## src/rtl/icache_fill_mshr.sv

```systemverilog
// rtl/icache_fill_mshr.sv - multi-entry instruction-cache line-fill miss controller
module icache_fill_mshr #(
    parameter int         AW      = 32,
    parameter int         BUSW    = 256,
    parameter int         LINEW   = 512,
    parameter int         NMSHR   = 4,
    parameter int         WAYS    = 4,
    parameter logic [5:0] CID     = 6'd0,
    parameter int         WAYMODE = 0,
    localparam int        BEATS   = LINEW / BUSW,
    localparam int        BW      = (BEATS > 1) ? $clog2(BEATS) : 1,
    localparam int        IW      = (NMSHR > 1) ? $clog2(NMSHR) : 1,
    localparam int        WW      = (WAYS > 1) ? $clog2(WAYS) : 1,
    localparam int        TW      = 6 + IW
) (
    input  logic             clk,
    input  logic             rst,
    input  logic             miss_v,
    output logic             miss_rdy,
    input  logic [AW-1:0]    miss_vadr,
    input  logic [AW-1:0]    miss_padr,
    input  logic [15:0]      miss_asid,
    output logic             req_v,
    output logic [TW-1:0]    req_tid,
    output logic [AW-1:0]    req_padr,
    output logic [BW-1:0]    req_beat,
    input  logic             bus_full,
    input  logic             resp_v,
    input  logic [TW-1:0]    resp_tid,
    input  logic [BW-1:0]    resp_beat,
    input  logic             resp_err,
    input  logic [BUSW-1:0]  resp_dat,
    input  logic             snoop_v,
    input  logic [AW-1:0]    snoop_adr,
    output logic             wr_ic,
    output logic [WW-1:0]    way,
    output logic [AW-1:0]    line_vadr,
    output logic [AW-1:0]    line_padr,
    output logic [15:0]      line_asid,
    output logic [LINEW-1:0] line_dat,
    output logic             line_err,
    output logic             busy
);
    typedef enum logic [1:0] {IDLE, REQ, WAIT, DONE} st_t;

    localparam logic [AW-1:0] LMASK = AW'(LINEW / 8 - 1);

    st_t              st     [NMSHR];
    logic [AW-1:0]    e_padr [NMSHR];
    logic [AW-1:0]    e_vadr [NMSHR];
    logic [15:0]      e_asid [NMSHR];
    logic [BEATS-1:0] mask   [NMSHR];
    logic [BW-1:0]    icnt   [NMSHR];
    logic [BUSW-1:0]  data   [NMSHR][BEATS];
    logic [NMSHR-1:0] kill, err;

    logic [BEATS-1:0] mask_upd [NMSHR];
    logic [NMSHR-1:0] snoop_hit, done_c, busy_vec;
    logic             any_idle, merge, alloc, alloc_kill;
    logic             iss_v, iss_new, ret_v, ret_kill, ret_err, resp_hit;
    logic [IW-1:0]    alloc_idx, iss_idx, ret_idx, resp_idx;
    logic [AW-1:0]    miss_line, snoop_line, iss_base;
    logic [BW-1:0]    iss_beat;
    logic [BEATS-1:0] resp_onehot;
    logic [LINEW-1:0] ret_dat;
    logic [WW-1:0]    rr, vic;
    logic [7:0]       lfsr;

    assign miss_line   = miss_padr & ~LMASK;
    assign snoop_line  = snoop_adr & ~LMASK;
    assign resp_idx    = resp_tid[IW-1:0];
    assign resp_hit    = resp_v && (resp_tid[TW-1:IW] == CID) &&
                         (st[resp_idx] == REQ || st[resp_idx] == WAIT);
    assign resp_onehot = BEATS'(1) << resp_beat;
    assign vic         = (WAYMODE != 0) ? lfsr[WW-1:0] : rr;
    assign miss_rdy    = any_idle;
    assign busy        = |busy_vec;

    // Descending scans so the lowest matching index is the one that sticks.
    always_comb begin
        any_idle  = 1'b0;
        alloc_idx = '0;
        merge     = 1'b0;
        snoop_hit = '0;
        done_c    = '0;
        busy_vec  = '0;
        ret_v     = 1'b0;
        ret_idx   = '0;
        for (int e = NMSHR - 1; e >= 0; e--) begin
            mask_upd[e] = mask[e];
            if (resp_hit && resp_idx == IW'(e))
                mask_upd[e] = mask[e] | resp_onehot;
            busy_vec[e]  = (st[e] != IDLE);
            snoop_hit[e] = snoop_v && busy_vec[e] && (e_padr[e] == snoop_line);
            done_c[e]    = (st[e] == DONE) || (st[e] == WAIT && &mask_upd[e]);
            if (busy_vec[e] && !kill[e] && !snoop_hit[e] && e_padr[e] == miss_line)
                merge = 1'b1;
            if (!busy_vec[e]) begin
                any_idle  = 1'b1;
                alloc_idx = IW'(e);
            end
            if (done_c[e]) begin
                ret_v   = 1'b1;
                ret_idx = IW'(e);
            end
        end
        alloc      = miss_v && any_idle && !merge;
        alloc_kill = snoop_v && (snoop_line == miss_line);

        // A freshly allocated entry competes for issue in its own cycle.
        iss_v   = 1'b0;
        iss_idx = '0;
        for (int e = NMSHR - 1; e >= 0; e--) begin
            if (st[e] == REQ || (alloc && alloc_idx == IW'(e))) begin
                iss_v   = !bus_full;
                iss_idx = IW'(e);
            end
        end
        iss_new  = alloc && (iss_idx == alloc_idx);
        iss_base = iss_new ? miss_line : e_padr[iss_idx];
        iss_beat = iss_new ? '0 : icnt[iss_idx];

        // The beat completing the line this cycle is forwarded straight into the write.
        ret_kill = kill[ret_idx] | snoop_hit[ret_idx];
        ret_err  = err[ret_idx] | (resp_hit && resp_idx == ret_idx && resp_err);
        for (int b = 0; b < BEATS; b++) begin
            ret_dat[b*BUSW +: BUSW] = (resp_hit && resp_idx == ret_idx && resp_beat == BW'(b))
                                      ? resp_dat : data[ret_idx][b];
        end
    end

    always_ff @(posedge clk or posedge rst) begin
        if (rst) begin
            for (int e = 0; e < NMSHR; e++) begin
                st[e]     <= IDLE;
                e_padr[e] <= '0;
                e_vadr[e] <= '0;
                e_asid[e] <= '0;
                mask[e]   <= '0;
                icnt[e]   <= '0;
            end
            kill      <= '0;
            err       <= '0;
            req_v     <= 1'b0;
            req_tid   <= '0;
            req_padr  <= '0;
            req_beat  <= '0;
            wr_ic     <= 1'b0;
            way       <= '0;
            line_vadr <= '0;
            line_padr <= '0;
            line_asid <= '0;
            line_dat  <= '0;
            line_err  <= 1'b0;
            rr        <= '0;
            lfsr      <= 8'h01;
        end else begin
            for (int e = 0; e < NMSHR; e++) begin
                if (alloc && alloc_idx == IW'(e)) begin
                    st[e]     <= (iss_v && iss_new && BEATS == 1) ? WAIT : REQ;
                    icnt[e]   <= (iss_v && iss_new) ? BW'(1) : '0;
                    e_padr[e] <= miss_line;
                    e_vadr[e] <= miss_vadr & ~LMASK;
                    e_asid[e] <= miss_asid;
                    mask[e]   <= '0;
                    kill[e]   <= alloc_kill;
                    err[e]    <= 1'b0;
                end else begin
                    if (snoop_hit[e])
                        kill[e] <= 1'b1;
                    if (resp_hit && resp_idx == IW'(e)) begin
                        mask[e] <= mask_upd[e];
                        err[e]  <= err[e] | resp_err;
                    end
                    if (ret_v && ret_idx == IW'(e))
                        st[e] <= IDLE;
                    else if (done_c[e])
                        st[e] <= DONE;
                    else if (iss_v && iss_idx == IW'(e)) begin
                        icnt[e] <= icnt[e] + 1'b1;
                        if (icnt[e] == BW'(BEATS - 1))
                            st[e] <= WAIT;
                    end
                end
            end

            // A request held off by bus_full stays on the bus unchanged.
            if (!bus_full) begin
                req_v <= iss_v;
                if (iss_v) begin
                    req_tid  <= {CID, iss_idx};
                    req_padr <= iss_base + AW'(iss_beat) * AW'(BUSW / 8);
                    req_beat <= iss_beat;
                end
            end

            wr_ic <= ret_v && !ret_kill;
            if (ret_v && !ret_kill) begin
                line_vadr <= e_vadr[ret_idx];
                line_padr <= e_padr[ret_idx];
                line_asid <= e_asid[ret_idx];
                line_dat  <= ret_dat;
                line_err  <= ret_err;
                way       <= vic;
                rr        <= (rr == WW'(WAYS - 1)) ? '0 : rr + 1'b1;
                lfsr      <= {lfsr[6:0], lfsr[7] ^ lfsr[5] ^ lfsr[4] ^ lfsr[3]};
            end
        end
    end

    always_ff @(posedge clk) begin
        if (resp_hit)
            data[resp_idx][resp_beat] <= resp_dat;
    end
endmodule

```

## config.mk

```make
export PLATFORM = sky130hd
export DESIGN_NAME = icache_fill_mshr
export DESIGN_NICKNAME = d
export VERILOG_FILES = /design/src/rtl/icache_fill_mshr.sv
export SDC_FILE = /design/constraint.sdc
export NUM_CORES = 2
export LEC_CHECK = 0
export ABC_AREA = 1
export BUFFER_PORTS_ARGS = -buffer_cell sky130_fd_sc_hd__buf_2
export CAP_MARGIN = 15
export CORE_ASPECT_RATIO = 1.5
export CORE_UTILIZATION = 35
export DETAILED_ROUTE_END_ITERATION = 16
export PLACE_DENSITY = 0.54
export SLEW_MARGIN = 20
export SYNTH_ARGS = -nofsm -noshare
export SYNTH_HDL_FRONTEND = slang
export SYNTH_SLANG_ARGS = --single-unit
```

## constraint.sdc

```tcl
create_clock -name clk -period 31.2 [get_ports clk]
set_input_delay 6.24 -clock clk [delete_from_list [all_inputs] [get_ports clk]]
set_output_delay 6.24 -clock clk [all_outputs]
set_load 0.1 [all_outputs]
```

==> flow_summary.json <==
{
  "synthesis.area_um2": 126000,
  "synth.lib_cells_used.distinct": 39,
  "finalMaxSlewViolations": 0,
  "worst-r2r-cell-count": 23,
  "total_leakage_power_nw": 62.4,
  "achievable_clock_frequency_mhz": 77.2,
  "end_kind": "register",
  "slew_headroom_pct": 20.5,
  "clk_pin_slew_ns": 0.06,
  "status": "finished clean",
  "post-cts-setup-buffers": 0,
  "timing.rr.end": "line_dat[169]$_DFFE_PP0P_",
  "asyncSetResetFlopFracSynth_pct": 30.9,
  "grt_start_max_net_pins": 220,
  "die_w_um": 493,
  "layout-drive-gt1-share_pct": 12.0,
  "cts_tree": "yes",
  "maxCapViolCount": 0,
  "utilization_pct": 40.6,
  "powerDensity_nw_per_um2": 110,
  "seq_area_frac_synth_pct": 66.8,
  "antenna_left": 0,
  "tightest_pin_transition_ns": 1.18,
  "design.core.area_um2": 358000,
  "drt-wirelength-per-cell_um": 22.5,
  "critPathLaunchType": "input port",
  "dpl-instance-area_um2": 135000,
  "initial_core_util_pct": 35.2,
  "min_period_over_period_pct": 41.5,
  "detail_route.iter0.violations": 8081,
  "dpl.hpwl_um": 238000,
  "synth-main-ff-cell": "sky130_fd_sc_hd__edfxtp_1",
  "clkSinkCount": 2964,
  "synth.area.top_cells": "sky130_fd_sc_hd__edfxtp_1 49%, sky130_fd_sc_hd__dfrtp_1 18%, sky130_fd_sc_hd__nand3_1 11%",
  "via_count_of_the_routed_design": 93300,
  "grt.total_usage_pct": 22.1,
  "post_layout_minimum_cycle_time_ns": 12.95,
  "hold_start": "line_dat[229]$_DFFE_PP0P_",
  "synth_area_per_cell_um2": 9.97,
  "fp.dieH_um": 738,
  "number_of_antenna_violations_at_the_first_check_in_global_routing": 114,
  "critPathMaxFanout": 105,
  "grt_setup_unrepaired": "false",
  "clock_latency_ns": 0.92,
  "cts.hold.buffers_added": 0,
  "post_cts.resized_instances": 0,
  "clock_path_buffers": 4,
  "grt-ovfl-total": 0,
  "synthesis.instances": 12700,
  "timing.final.ws_setup_ns": 18.25,
  "floorplan.rows": 269,
  "gp_routability_congestion": 0.941,
  "synth-edff-count": 2048,
  "finish.net_count": 13700,
  "finClkSkew_ns": 0.0889,
  "proportion_of_netlist_area_held_by_the_largest_area_contributor_pct": 48.7,
  "h_tree_depth": 5,
  "die_area_um2": 363000,
  "synthToLayoutAreaGrowth_pct": 15.1,
  "timing.final.setup_violations": 0,
  "grt_pass1_wl_um": 604000,
  "residual_drc": 0,
  "first_global_vias": 88200,
  "worstSetupPathType": "in2reg",
  "crit_arrival_ns": 13.75,
  "drt_pre_antenna_iters": 6,
  "drt-vias-per-instance": 5.08,
  "hold_path_end": "line_dat[229]$_DFFE_PP0P_",
  "io_buffers": 982,
  "synth_warnings": 0,
  "final-hold-violation-count": 0,
  "netlist.top_cell.by_area": "sky130_fd_sc_hd__edfxtp_1",
  "max-vdd-ir-drop_v": 0.000110,
  "io_pins": 1024,
  "hold_path_depth": 2,
  "setup_tns_ns": 0,
  "yosys_register_bits": 2964,
  "cts_inserted_buffers": 307,
  "timing.hold.worst.class": "reg2reg",
  "r2r_slack_ns": 23.88,
  "place_ws_ns": 17.42,
  "wirelength_um": 413000,
  "worst_case_hold_slack_ns": 0.471,
  "final_cell_area_um2": 145000,
  "r2r_start": "st[1]$_DFFE_PP0P_",
  "ctsRootBufferMaster": "sky130_fd_sc_hd__clkbuf_16",
  "worst-endpoint-required_ns": 32.00
}
==> cell usage in the layout, fill, tap and decap left out, types with 5 or more instances in the layout <==
cell type | synthesis | routed
sky130_fd_sc_hd__clkinv_2 | 0 | 39
sky130_fd_sc_hd__conb_1 | 1 | 23
sky130_fd_sc_hd__nor2_1 | 1167 | 1164
sky130_fd_sc_hd__inv_6 | 0 | 6
sky130_fd_sc_hd__diode_2 | 0 | 56
sky130_fd_sc_hd__inv_1 | 1017 | 1009
sky130_fd_sc_hd__clkbuf_16 | 0 | 313
sky130_fd_sc_hd__clkinvlp_4 | 0 | 13
sky130_fd_sc_hd__clkbuf_8 | 0 | 43
sky130_fd_sc_hd__a21oi_1 | 92 | 91
sky130_fd_sc_hd__edfxtp_1 | 2048 | 2048
sky130_fd_sc_hd__nor2_4 | 2 | 6
sky130_fd_sc_hd__inv_16 | 0 | 5
sky130_fd_sc_hd__clkinv_1 | 4 | 26
sky130_fd_sc_hd__nand2_2 | 4 | 6
sky130_fd_sc_hd__xnor2_1 | 95 | 95
sky130_fd_sc_hd__buf_12 | 0 | 19
sky130_fd_sc_hd__bufinv_16 | 0 | 24
sky130_fd_sc_hd__o21ai_0 | 418 | 418
sky130_fd_sc_hd__o22ai_1 | 12 | 12
sky130_fd_sc_hd__inv_8 | 0 | 10
sky130_fd_sc_hd__buf_2 | 328 | 982
sky130_fd_sc_hd__xor2_1 | 17 | 17
sky130_fd_sc_hd__dfrtp_1 | 916 | 916
sky130_fd_sc_hd__inv_2 | 12 | 11
sky130_fd_sc_hd__clkinv_8 | 0 | 6
sky130_fd_sc_hd__o2111ai_1 | 5 | 5
sky130_fd_sc_hd__clkbuf_1 | 370 | 78
sky130_fd_sc_hd__buf_4 | 50 | 125
sky130_fd_sc_hd__nand4_1 | 20 | 20
sky130_fd_sc_hd__nand2_1 | 3263 | 3256
sky130_fd_sc_hd__nand3_1 | 2727 | 2727
==> worst max-delay path: stages <==
cell and delay (ns):
sky130_fd_sc_hd__buf_2 0.09, sky130_fd_sc_hd__or2_1 0.21, sky130_fd_sc_hd__nor4_1 0.79, sky130_fd_sc_hd__nand2_1 0.22, sky130_fd_sc_hd__nor2_4 0.24, sky130_fd_sc_hd__nand3_1 0.27
sky130_fd_sc_hd__nand2_1 0.16, sky130_fd_sc_hd__nand3_1 0.09, sky130_fd_sc_hd__nand2_1 0.11, sky130_fd_sc_hd__nand2_1 0.17, sky130_fd_sc_hd__nand2_1 0.12, sky130_fd_sc_hd__nand2_1 0.10
sky130_fd_sc_hd__nand2_4 0.47, sky130_fd_sc_hd__inv_2 0.29, sky130_fd_sc_hd__nand2_1 0.27, sky130_fd_sc_hd__nand2_8 0.28, sky130_fd_sc_hd__inv_8 0.57, sky130_fd_sc_hd__buf_4 0.85
sky130_fd_sc_hd__buf_4 0.77, sky130_fd_sc_hd__buf_4 0.69, sky130_fd_sc_hd__nand3_1 0.26, sky130_fd_sc_hd__nand2_1 0.10
==> synth_stat cells (5+ instances only) <==
library cell	instances
sky130_fd_sc_hd__buf_2	328
sky130_fd_sc_hd__nor2_2	5
sky130_fd_sc_hd__xnor2_1	95
sky130_fd_sc_hd__nor2_1	1167
sky130_fd_sc_hd__edfxtp_1	2048
sky130_fd_sc_hd__nand2_1	3263
sky130_fd_sc_hd__clkbuf_1	370
sky130_fd_sc_hd__buf_1	60
sky130_fd_sc_hd__buf_4	50
sky130_fd_sc_hd__o2111ai_1	5
sky130_fd_sc_hd__nand4_1	20
sky130_fd_sc_hd__o22ai_1	12
sky130_fd_sc_hd__nand3_1	2727
sky130_fd_sc_hd__buf_6	5
sky130_fd_sc_hd__dfrtp_1	916
sky130_fd_sc_hd__inv_2	12
sky130_fd_sc_hd__xor2_1	17
sky130_fd_sc_hd__o21ai_0	418
sky130_fd_sc_hd__a21oi_1	92
sky130_fd_sc_hd__clkbuf_2	6
sky130_fd_sc_hd__inv_1	1017
==> routing by layer <==
metal  track usage, %  part of all wire [%]  vias to the layer above
met1             29.4                    42                    45800
met3             4.60                   8.0                      700
met5                0                  0.11                        -
met4             7.77                   3.4                       76
met2             35.9                    46                     3334
li1                 -                     -                    43400
==> worst max-delay path by stage <==
stage	start	to	slack (ns)	depth (start not counted)
6_report	resp_tid[5]	line_dat[169]$_DFFE_PP0P_	18.25	22
5_1_grt	resp_tid[5]	line_dat[172]$_DFFE_PP0P_	18.06	22
4_1_cts	resp_tid[5]	line_dat[172]$_DFFE_PP0P_	18.38	22
3_5_place_dp	resp_tid[5]	line_dat[172]$_DFFE_PP0P_	17.42	22
3_3_place_gp	resp_tid[5]	line_dat[172]$_DFFE_PP0P_	17.40	22
2_1_floorplan	resp_tid[5]	data[1][0]$_DFFE_PP_	5.76	6
==> through the flow <==
step / instances / power (mW)
6_report: 18400 / 16.0
3_3_place_gp: 17700 / 12.3
3_5_place_dp: 17700 / 12.4
2_1_floorplan: 12700 / 10.5
5_1_grt: 18300 / 16.8
4_1_cts: 18300 / 16.2
==> sequential cells by signal, indices dropped and copies added, names as in the netlist <==
name and cells:
st 8, err 4, mask 8, line_err 1, wr_ic 1, line_asid 16, e_vadr 104, way 2
line_vadr 26, req_tid 2, line_dat 512, rr 2, req_padr 27, req_v 1, line_padr 26, data 2048
e_padr 104, kill 4, icnt 4, e_asid 64
==> where the power goes <==
part	internal, mW	leakage (nW)	switching [mW]
Clock	2.17	4.97	1.61
Combinational	1.29	27.6	5.74
Sequential	4.79	29.9	0.452
Total	8.24	62.4	7.80
==> kinds of logic after synthesis <==
| family | synth area share [%] |
|---|---|
| AND/OR/NAND/NOR | 24.2 |
| buffers and inverters | 6.02 |
| XOR/XNOR | 0.776 |
| adder cells (fa/ha/maj) | 0.00990 |
| AO/OA/AOI/OAI | 2.19 |
| other | 0.00297 |
| flip-flops | 66.8 |
==> layout make-up <==
cell class	instances	area, um^2
inverter	1033	3960
clock buffer	434	8720
antenna	56	140
fill	35100	213000
tap	4742	5930
sequential	2964	84400
multi-input combinational	7875	34500
timing repair buffer	1126	6230
clock inverter	126	1510
(Power assumes the default switching activity.)
